**src/rtl/mem_arbiter.sv**
```systemverilog
// Two-port (fetch/data) arbiter onto a single-ported word RAM.
// Data accesses take priority over fetches. Byte lanes are steered for stores,
// and load data is extracted from the addressed lanes. Misaligned data accesses
// and RAM timeouts are reported with one-cycle pulses.
module mem_arbiter #(
  parameter int unsigned TIMEOUT_CYCLES = 255
) (
  input  logic        clk,
  input  logic        nrst,
  input  logic        imem_ren,
  input  logic [31:0] imem_addr,
  input  logic        dmem_ren,
  input  logic        dmem_wen,
  input  logic [31:0] dmem_addr,
  input  logic [31:0] dmem_store,
  input  logic [1:0]  dmem_width,
  output logic        ihit,
  output logic [31:0] imem_load,
  output logic        dhit,
  output logic [31:0] dmem_load,
  output logic [31:0] ram_addr,
  output logic        ram_ren,
  output logic        ram_wen,
  output logic [3:0]  ram_be,
  output logic [31:0] ram_wdata,
  input  logic [31:0] ram_rdata,
  input  logic        ram_ready,
  output logic        misalign,
  output logic        bus_err
);

  localparam int unsigned CNT_W = 16;
  localparam logic [CNT_W-1:0] CNT_LAST = CNT_W'(TIMEOUT_CYCLES - 1);

  localparam logic [1:0] IDLE = 2'd0;
  localparam logic [1:0] DACC = 2'd1;
  localparam logic [1:0] IACC = 2'd2;
  localparam logic [1:0] DONE = 2'd3;

  logic [1:0]       state, state_d;
  logic [CNT_W-1:0] cnt, cnt_d;
  logic [1:0]       off, off_d;
  logic [1:0]       width, width_d;
  logic             is_store, is_store_d;
  logic             ihit_d, dhit_d, misalign_d, bus_err_d;
  logic             ram_ren_d, ram_wen_d;
  logic [31:0]      ram_addr_d, ram_wdata_d, imem_load_d, dmem_load_d;
  logic [3:0]       ram_be_d;

  logic             req_mis_c;
  logic [3:0]       req_be_c;
  logic [31:0]      rd_shift_c, rd_val_c;

  // Misalignment check and byte-enable mask for the incoming data request
  always_comb begin
    req_mis_c = 1'b0;
    req_be_c  = 4'b1111;
    case (dmem_width)
      2'b00: req_be_c = 4'b0001 << dmem_addr[1:0];
      2'b01: begin
        req_be_c  = 4'b0011 << dmem_addr[1:0];
        req_mis_c = dmem_addr[0];
      end
      default: req_mis_c = (dmem_addr[1:0] != 2'b00);
    endcase
  end

  // Right-align the addressed lanes of read data and zero-pad to the latched width
  always_comb begin
    rd_shift_c = ram_rdata >> {off, 3'b000};
    case (width)
      2'b00:   rd_val_c = {24'd0, rd_shift_c[7:0]};
      2'b01:   rd_val_c = {16'd0, rd_shift_c[15:0]};
      default: rd_val_c = rd_shift_c;
    endcase
  end

  // Next-state and next-output logic
  always_comb begin
    state_d     = state;
    cnt_d       = cnt;
    off_d       = off;
    width_d     = width;
    is_store_d  = is_store;
    ihit_d      = 1'b0;
    dhit_d      = 1'b0;
    misalign_d  = 1'b0;
    bus_err_d   = 1'b0;
    ram_ren_d   = ram_ren;
    ram_wen_d   = ram_wen;
    ram_addr_d  = ram_addr;
    ram_be_d    = ram_be;
    ram_wdata_d = ram_wdata;
    imem_load_d = imem_load;
    dmem_load_d = dmem_load;
    case (state)
      IDLE: begin
        if (dmem_ren || dmem_wen) begin
          if (req_mis_c) begin
            state_d     = DONE;
            dhit_d      = 1'b1;
            misalign_d  = 1'b1;
            dmem_load_d = 32'd0;
          end else begin
            state_d     = DACC;
            cnt_d       = '0;
            off_d       = dmem_addr[1:0];
            width_d     = dmem_width;
            is_store_d  = dmem_wen;
            ram_ren_d   = ~dmem_wen;
            ram_wen_d   = dmem_wen;
            ram_addr_d  = dmem_addr & 32'hFFFF_FFFC;
            ram_be_d    = req_be_c;
            ram_wdata_d = dmem_wen ? (dmem_store << {dmem_addr[1:0], 3'b000}) : 32'd0;
          end
        end else if (imem_ren) begin
          state_d     = IACC;
          cnt_d       = '0;
          ram_ren_d   = 1'b1;
          ram_wen_d   = 1'b0;
          ram_addr_d  = imem_addr & 32'hFFFF_FFFC;
          ram_be_d    = 4'b1111;
          ram_wdata_d = 32'd0;
        end
      end
      DACC, IACC: begin
        if (ram_ready || cnt == CNT_LAST) begin
          state_d   = DONE;
          cnt_d     = '0;
          ram_ren_d = 1'b0;
          ram_wen_d = 1'b0;
          bus_err_d = ~ram_ready;
          if (state == DACC) begin
            dhit_d      = 1'b1;
            dmem_load_d = (ram_ready && !is_store) ? rd_val_c : 32'd0;
          end else begin
            ihit_d      = 1'b1;
            imem_load_d = ram_ready ? ram_rdata : 32'd0;
          end
        end else begin
          cnt_d = cnt + CNT_W'(1);
        end
      end
      default: state_d = IDLE;
    endcase
  end

  // State and output registers
  always_ff @(posedge clk or negedge nrst) begin
    if (!nrst) begin
      state     <= IDLE;
      cnt       <= '0;
      off       <= 2'd0;
      width     <= 2'd0;
      is_store  <= 1'b0;
      ihit      <= 1'b0;
      dhit      <= 1'b0;
      misalign  <= 1'b0;
      bus_err   <= 1'b0;
      ram_ren   <= 1'b0;
      ram_wen   <= 1'b0;
      ram_addr  <= 32'd0;
      ram_be    <= 4'd0;
      ram_wdata <= 32'd0;
      imem_load <= 32'd0;
      dmem_load <= 32'd0;
    end else begin
      state     <= state_d;
      cnt       <= cnt_d;
      off       <= off_d;
      width     <= width_d;
      is_store  <= is_store_d;
      ihit      <= ihit_d;
      dhit      <= dhit_d;
      misalign  <= misalign_d;
      bus_err   <= bus_err_d;
      ram_ren   <= ram_ren_d;
      ram_wen   <= ram_wen_d;
      ram_addr  <= ram_addr_d;
      ram_be    <= ram_be_d;
      ram_wdata <= ram_wdata_d;
      imem_load <= imem_load_d;
      dmem_load <= dmem_load_d;
    end
  end

endmodule

```
**config.mk**
```make
export PLATFORM = sky130hd
export DESIGN_NAME = mem_arbiter
export DESIGN_NICKNAME = d
export VERILOG_FILES = /design/src/rtl/mem_arbiter.sv
export SDC_FILE = /design/constraint.sdc
export NUM_CORES = 1
export LEC_CHECK = 0
export ABC_AREA = 1
export CAP_MARGIN = 25
export CORE_MARGIN = 5
export CORE_UTILIZATION = 46
export CTS_CLUSTER_DIAMETER = 100
export DETAILED_ROUTE_END_ITERATION = 7
export GPL_TIMING_DRIVEN = 1
export PLACE_DENSITY = 0.86
export SLEW_MARGIN = 20
export SYNTH_ARGS = -nofsm -noshare
export SYNTH_HDL_FRONTEND = slang
export SYNTH_SLANG_ARGS = --single-unit
```
**constraint.sdc**
```tcl
create_clock -name clk -period 2.72 [get_ports clk]
set_input_delay 0.68 -clock clk [delete_from_list [all_inputs] [get_ports clk]]
set_output_delay 0.68 -clock clk [all_outputs]
set_load 0.005 [all_outputs]
```
==> results.json, run 1 <==
{
  "status": "complete, no violations",
  "sequentialPowerShare_pct": 34.2,
  "final_common_cell": "nand2_1",
  "grt_pass1_vias": 7627,
  "die_h_um": 142,
  "synthesis.instances": 1047,
  "rows": 48,
  "finalHoldViolCount": 0,
  "setup_violations": 0,
  "rsz0062_at_grt": "false",
  "drive_gt1_share_pct": 5.66,
  "hp-class": "in2async",
  "fin_crit_ps": 2040,
  "netSwitchingPower_w": 0.00397,
  "routabilityCongestion": 0.947,
  "seq_area_frac_synth_pct": 49.8,
  "p_leak_nw": 5.14,
  "endpoint": "ram_wdata[8]",
  "fin_skew_ps": 13.2,
  "grt_max_degree": 73,
  "grt_overflow": 0,
  "insertion_delay_ps": 430,
  "area_growth_pct": 44.0,
  "ys_warn_count": 0,
  "worstPathRequired_ps": 2040,
  "rr_endpoint": "dmem_load[28]",
  "p_per_area_nw_per_um2": 929,
  "clk_path_buf_depth": 2,
  "p_int_w": 0.00673,
  "routedWlPerCell_um": 16.9,
  "vias_per_cell": 5.28,
  "grt_usage_pct": 25.6,
  "tightest_slew_ps": 746,
  "synthFlopType": "dfrtp_1",
  "crit_family": "buffers and inverters",
  "wl_um": 25900,
  "drcViolationCount": 0,
  "ir_worst_vdd_mv": 0.557,
  "p_sw_share_pct": 37.1,
  "p_clk_share_pct": 21.8,
  "cts_num_sinks": 159,
  "reg2reg_depth": 8,
  "drtAntennaViolNets": 0,
  "path_depth": 1,
  "layout_common_cells": "nand2_1, clkdlybuf4s50_1, dfrtp_1",
  "final_area_um2": 11500,
  "reg2reg_from": "state[0]",
  "num_vias": 8094,
  "grt_pass1_wl_um": 40600,
  "slowest_stage": "clkdlybuf4s50_1",
  "antenna_found_initial": 0,
  "crit_start": "ram_wdata[8]",
  "htreeDepth": 4,
  "end_kind": "output pin",
  "criticalPathCategory": "reg2out",
  "reg2reg_slack_ps": 740,
  "synth.distinct_cells": 33,
  "cts-hold-fix-buffers": 0,
  "p_comb_share_pct": 43.9,
  "die_area_um2": 20100,
  "timing.final.crit_share_pct": 74.9,
  "die-width_um": 142,
  "cts_tree": "yes",
  "cp_num_buf_inv": 1,
  "fillers": 1452,
  "final_max_slew_viol_count": 0,
  "clkTransAtPathRegs_ps": 60,
  "antenna_cells": 0,
  "cts_buffers": 17,
  "fmax_ghz": 0.491,
  "tns_ps": 0,
  "cp.arrival_ps": 1360,
  "crit_chain": "clkdlybuf4s50_1",
  "max_cap_violations": 0,
  "relSlewSlack_pct": 50.2,
  "postSynth.asyncResetShare_pct": 100,
  "syn_avg_cell_area_um2": 7.64,
  "numPortBuffers": 269,
  "synth-edff-count": 0,
  "start_util_pct": 46.6,
  "synth.ff_latch_count": 159,
  "drt-pass1-iter-count": 6,
  "core_area_um2": 17200,
  "place_area_um2": 10900,
  "final_nets": 1435,
  "start_kind": "register",
  "boundaryPins": 274,
  "cts_resized": 0,
  "synth_area_um2": 8000,
  "dp_hpwl_um": 19600,
  "post-cts-setup-buffer-count": 0,
  "clockRootBuffer": "clkbuf_16",
  "first_iter_violations": 526,
  "slowest_delay_ps": 590,
  "crit_fanout": 2
}
## area by class of cell
type / instances / area (µm²) / share of cell area, %
clock buffer: 18 / 429 / 3.73
clock inverter: 14 / 150 / 1.30
inverter: 52 / 195 / 1.69
multi-input combinational: 770 / 3540 / 30.7
sequential: 159 / 3980 / 34.5
tap: 225 / 282 / 2.44
timing repair buffer: 294 / 2940 / 25.6
## stage by stage
step / util, % / setup WS, ps / hold slack (ps) / power (W) / instances
after floorplan: - / 839 / 384 / 0.00586 / 1048
after global placement: 63.7 / 368 / 459 / 0.00831 / 1500
after detailed placement: 63.7 / 318 / 469 / 0.00841 / 1500
after CTS: 67.1 / 658 / 203 / 0.0108 / 1532
after global routing: 67.1 / 519 / 222 / 0.0114 / 1532
final: 67.1 / 684 / 196 / 0.0107 / 1532
## sequential cells by signal, summed over array words and instances (netlist names), 2 cells and up
signal     cells
cnt           16
dmem_load     32
imem_load     32
off            2
ram_addr      30
ram_be         4
ram_wdata     32
state          2
width          2
## power groups by stage
| stage | Combinational, W | Clock (W) | Sequential, W |
|---|---|---|---|
| after floorplan | 0.00218 | 0 | 0.00368 |
| after global placement | 0.00464 | 0 | 0.00367 |
| after detailed placement | 0.00472 | 0 | 0.00369 |
| after CTS | 0.00475 | 0.00238 | 0.00366 |
| after global routing | 0.00517 | 0.00248 | 0.00377 |
| final | 0.00470 | 0.00233 | 0.00366 |
## layer usage
metal	global-route usage, %	part of all wire (%)	vias up
met2	43.0	48	370
met1	31.9	39	3767
met3	6.71	9.2	49
met4	9.34	3.0	0
li1	-	-	3908
met5	0	0	-
## cell usage after synthesis, types with 2 or more instances
master    instances  area share, %
nand2_1         370             17
dfrtp_1         159             50
nor2_1          115            5.4
o21ai_0          87            5.4
nand3_1          60            3.8
inv_1            47            2.2
o31ai_1          43            4.0
clkbuf_1         40            1.9
o21ai_1          27            1.7
buf_2            20            1.3
a21oi_1          12           0.75
nand4_1           7           0.55
o211ai_1          6           0.56
o32ai_1           6           0.66
ha_1              5           0.78
inv_2             5           0.23
o22ai_1           5           0.39
nand3_2           4           0.50
nor3_1            4           0.25
xor2_1            4           0.44
buf_1             3           0.14
buf_4             3           0.28
o21a_1            3           0.28
nor3_4            2           0.41
or2_2             2           0.16
## worst min-delay path by stage
stage	start	endpoint	cells past startpoint
3_3_place_gp	ram_ren	ram_ren	2
6_report	nrst	imem_load[13]	1
5_1_grt	nrst	imem_load[29]	1
3_5_place_dp	ram_wdata[19]	ram_wdata[19]	2
2_1_floorplan	nrst	bus_err	0
4_1_cts	nrst	imem_load[29]	1
## cell families after synthesis
family,count (synthesis),synth area share [%]
other,1,0.0469
AND/OR/NAND/NOR,568,28.8
buffers and inverters,119,6.13
AO/OA/AOI/OAI,191,14.0
adder cells (fa/ha/maj),5,0.782
XOR/XNOR,4,0.438
flip-flops,159,49.8
(Power assumes the default switching activity.)
==> run 2, diff against run 1 <==
==> constraint.sdc (replaced) <==
create_clock -name clk -period 1.94 [get_ports clk]
set_input_delay 0.485 -clock clk [delete_from_list [all_inputs] [get_ports clk]]
set_output_delay 0.485 -clock clk [all_outputs]
set_load 0.005 [all_outputs]
==> results.json, run 2 (synthesis results as in run 1) <==
{
  "timing.final.crit_share_pct": 95.2,
  "drtAntennaViolNets": 0,
  "layout_common_cells": "nand2_1, clkdlybuf4s50_1, dfrtp_1",
  "fmax_ghz": 0.542,
  "boundaryPins": 274,
  "p_leak_nw": 5.46,
  "wl_um": 27600,
  "criticalPathCategory": "reg2out",
  "final_max_slew_viol_count": 0,
  "place_area_um2": 11400,
  "num_vias": 8492,
  "antenna_found_initial": 0,
  "clockRootBuffer": "clkbuf_16",
  "fin_skew_ps": 8.24,
  "status": "complete, no violations",
  "routedWlPerCell_um": 17.4,
  "reg2reg_slack_ps": 120,
  "largestRegisters": "dmem_load x32, imem_load x32, ram_wdata x32",
  "final_area_um2": 12100,
  "grt_pass1_wl_um": 43200,
  "setup_violations": 0,
  "slowest_delay_ps": 570,
  "cts_buffers": 17,
  "crit_family": "buffers and inverters",
  "clkTransAtPathRegs_ps": 70,
  "start_kind": "register",
  "preCtsSetupSlack_ps": -220,
  "cts_tree": "yes",
  "hold_depth": 2,
  "dp_hpwl_um": 21000,
  "fin_total_pwr_w": 0.0160,
  "vias_per_cell": 5.36,
  "reg2reg_from": "state[0]",
  "final_common_cell": "nand2_1",
  "clk_path_buf_depth": 2,
  "end_kind": "output pin",
  "grt_max_degree": 66,
  "htreeDepth": 4,
  "final_util_pct": 70.3,
  "routabilityCongestion": 0.972,
  "fillers": 1370,
  "slowest_stage": "clkdlybuf4s50_1",
  "reg2reg_depth": 9,
  "grt_overflow": 0,
  "finalHoldViolCount": 0,
  "worstPathRequired_ps": 1450,
  "ir_worst_vdd_mv": 0.800,
  "p_per_area_nw_per_um2": 1320,
  "first_iter_violations": 717,
  "die_h_um": 142,
  "crit_fanout": 2,
  "crit_chain": "clkdlybuf4s50_1",
  "die-width_um": 142,
  "hp-class": "reg2reg",
  "fin_crit_ps": 1850,
  "core_area_um2": 17200,
  "grt_usage_pct": 27.3,
  "grt_pass1_vias": 8280,
  "start_util_pct": 46.6,
  "min_to": "ram_addr[21]",
  "rr_endpoint": "dmem_load[10]",
  "cts_num_sinks": 159,
  "drive_gt1_share_pct": 9.35,
  "final_nets": 1486,
  "insertion_delay_ps": 430,
  "numPortBuffers": 269,
  "final.setup.worst_slack_ps": 93.4,
  "antenna_cells": 0,
  "drt-pass1-iter-count": 5,
  "cp.arrival_ps": 1360,
  "cp_num_buf_inv": 1,
  "drcViolationCount": 0,
  "rows": 48,
  "die_area_um2": 20100,
  "min-delay-start": "ram_addr[21]",
  "max_cap_violations": 0,
  "area_growth_pct": 50.9
}
[run 2: cell types whose count changed in the layout (fill, tap and decap cells not counted), sizes merged]
cell         previous run  this run
dlygate4sd3             0         1
buf                    26        76
bufinv                  1         2
clkinv                  4         3
inv                    58        60
clkinvlp                3         1
[run 2: worst max-delay path by stage]
stage,start,to,depth (start not counted)
floorplan,state[0],dmem_load[29],10
global placement,dmem_addr[1],ram_wdata[24],8
detailed placement,dmem_wen,ram_addr[6],8
CTS,state[0],dmem_load[27],9
global route,cnt[0],ram_wen,12
finish,ram_addr[5],ram_addr[5],1
[run 2: area by class of cell]
| cell class | instances | area, µm² | share of cell area (%) |
|---|---|---|---|
| clock buffer | 18 | 439 | 3.64 |
| clock inverter | 14 | 171 | 1.42 |
| inverter | 52 | 195 | 1.62 |
| multi-input combinational | 770 | 3540 | 29.4 |
| sequential | 159 | 3980 | 33.0 |
| tap | 225 | 282 | 2.33 |
| timing repair buffer | 345 | 3460 | 28.7 |
[run 2: repair_timing]
action | 4_1_cts | 5_1_grt
buffers inserted | 0 | 5
hold buffers | 1 | 0
hold endpoints to repair | 31 | 0
gates resized for setup | 0 | 4
endpoints found under the setup margin | 0 | 38
[run 2: metrics by stage]
step,TNS [ps],hold WS (ps),std cells
global placement,-11120,403,1545
global route,-7.71,502,1583
finish,0,481,1583
detailed placement,-13350,410,1545
CTS,0,484,1578
floorplan,0,189,1048
[run 2: report_power, final]
group | switching [W] | total, W | internal, W
Sequential | 0.000706 | 0.00515 | 0.00445
Combinational | 0.00366 | 0.00733 | 0.00367
Clock | 0.00149 | 0.00347 | 0.00198
[run 2: layer usage]
metal / GRT usage (%) / share of wire [%] / routed length, µm
met1: 33.5 / 37 / 10200
met2: 45.0 / 48 / 13200
met3: 7.48 / 10 / 2830
met4: 12.3 / 4.6 / 1270
met5: 0 / 0 / 0
[run 2: tightest hold or removal path, cell delays in order, from the launching register on]
cell and delay [ps]:
dfrtp_1 340, nand2_1 50, o31ai_1 50
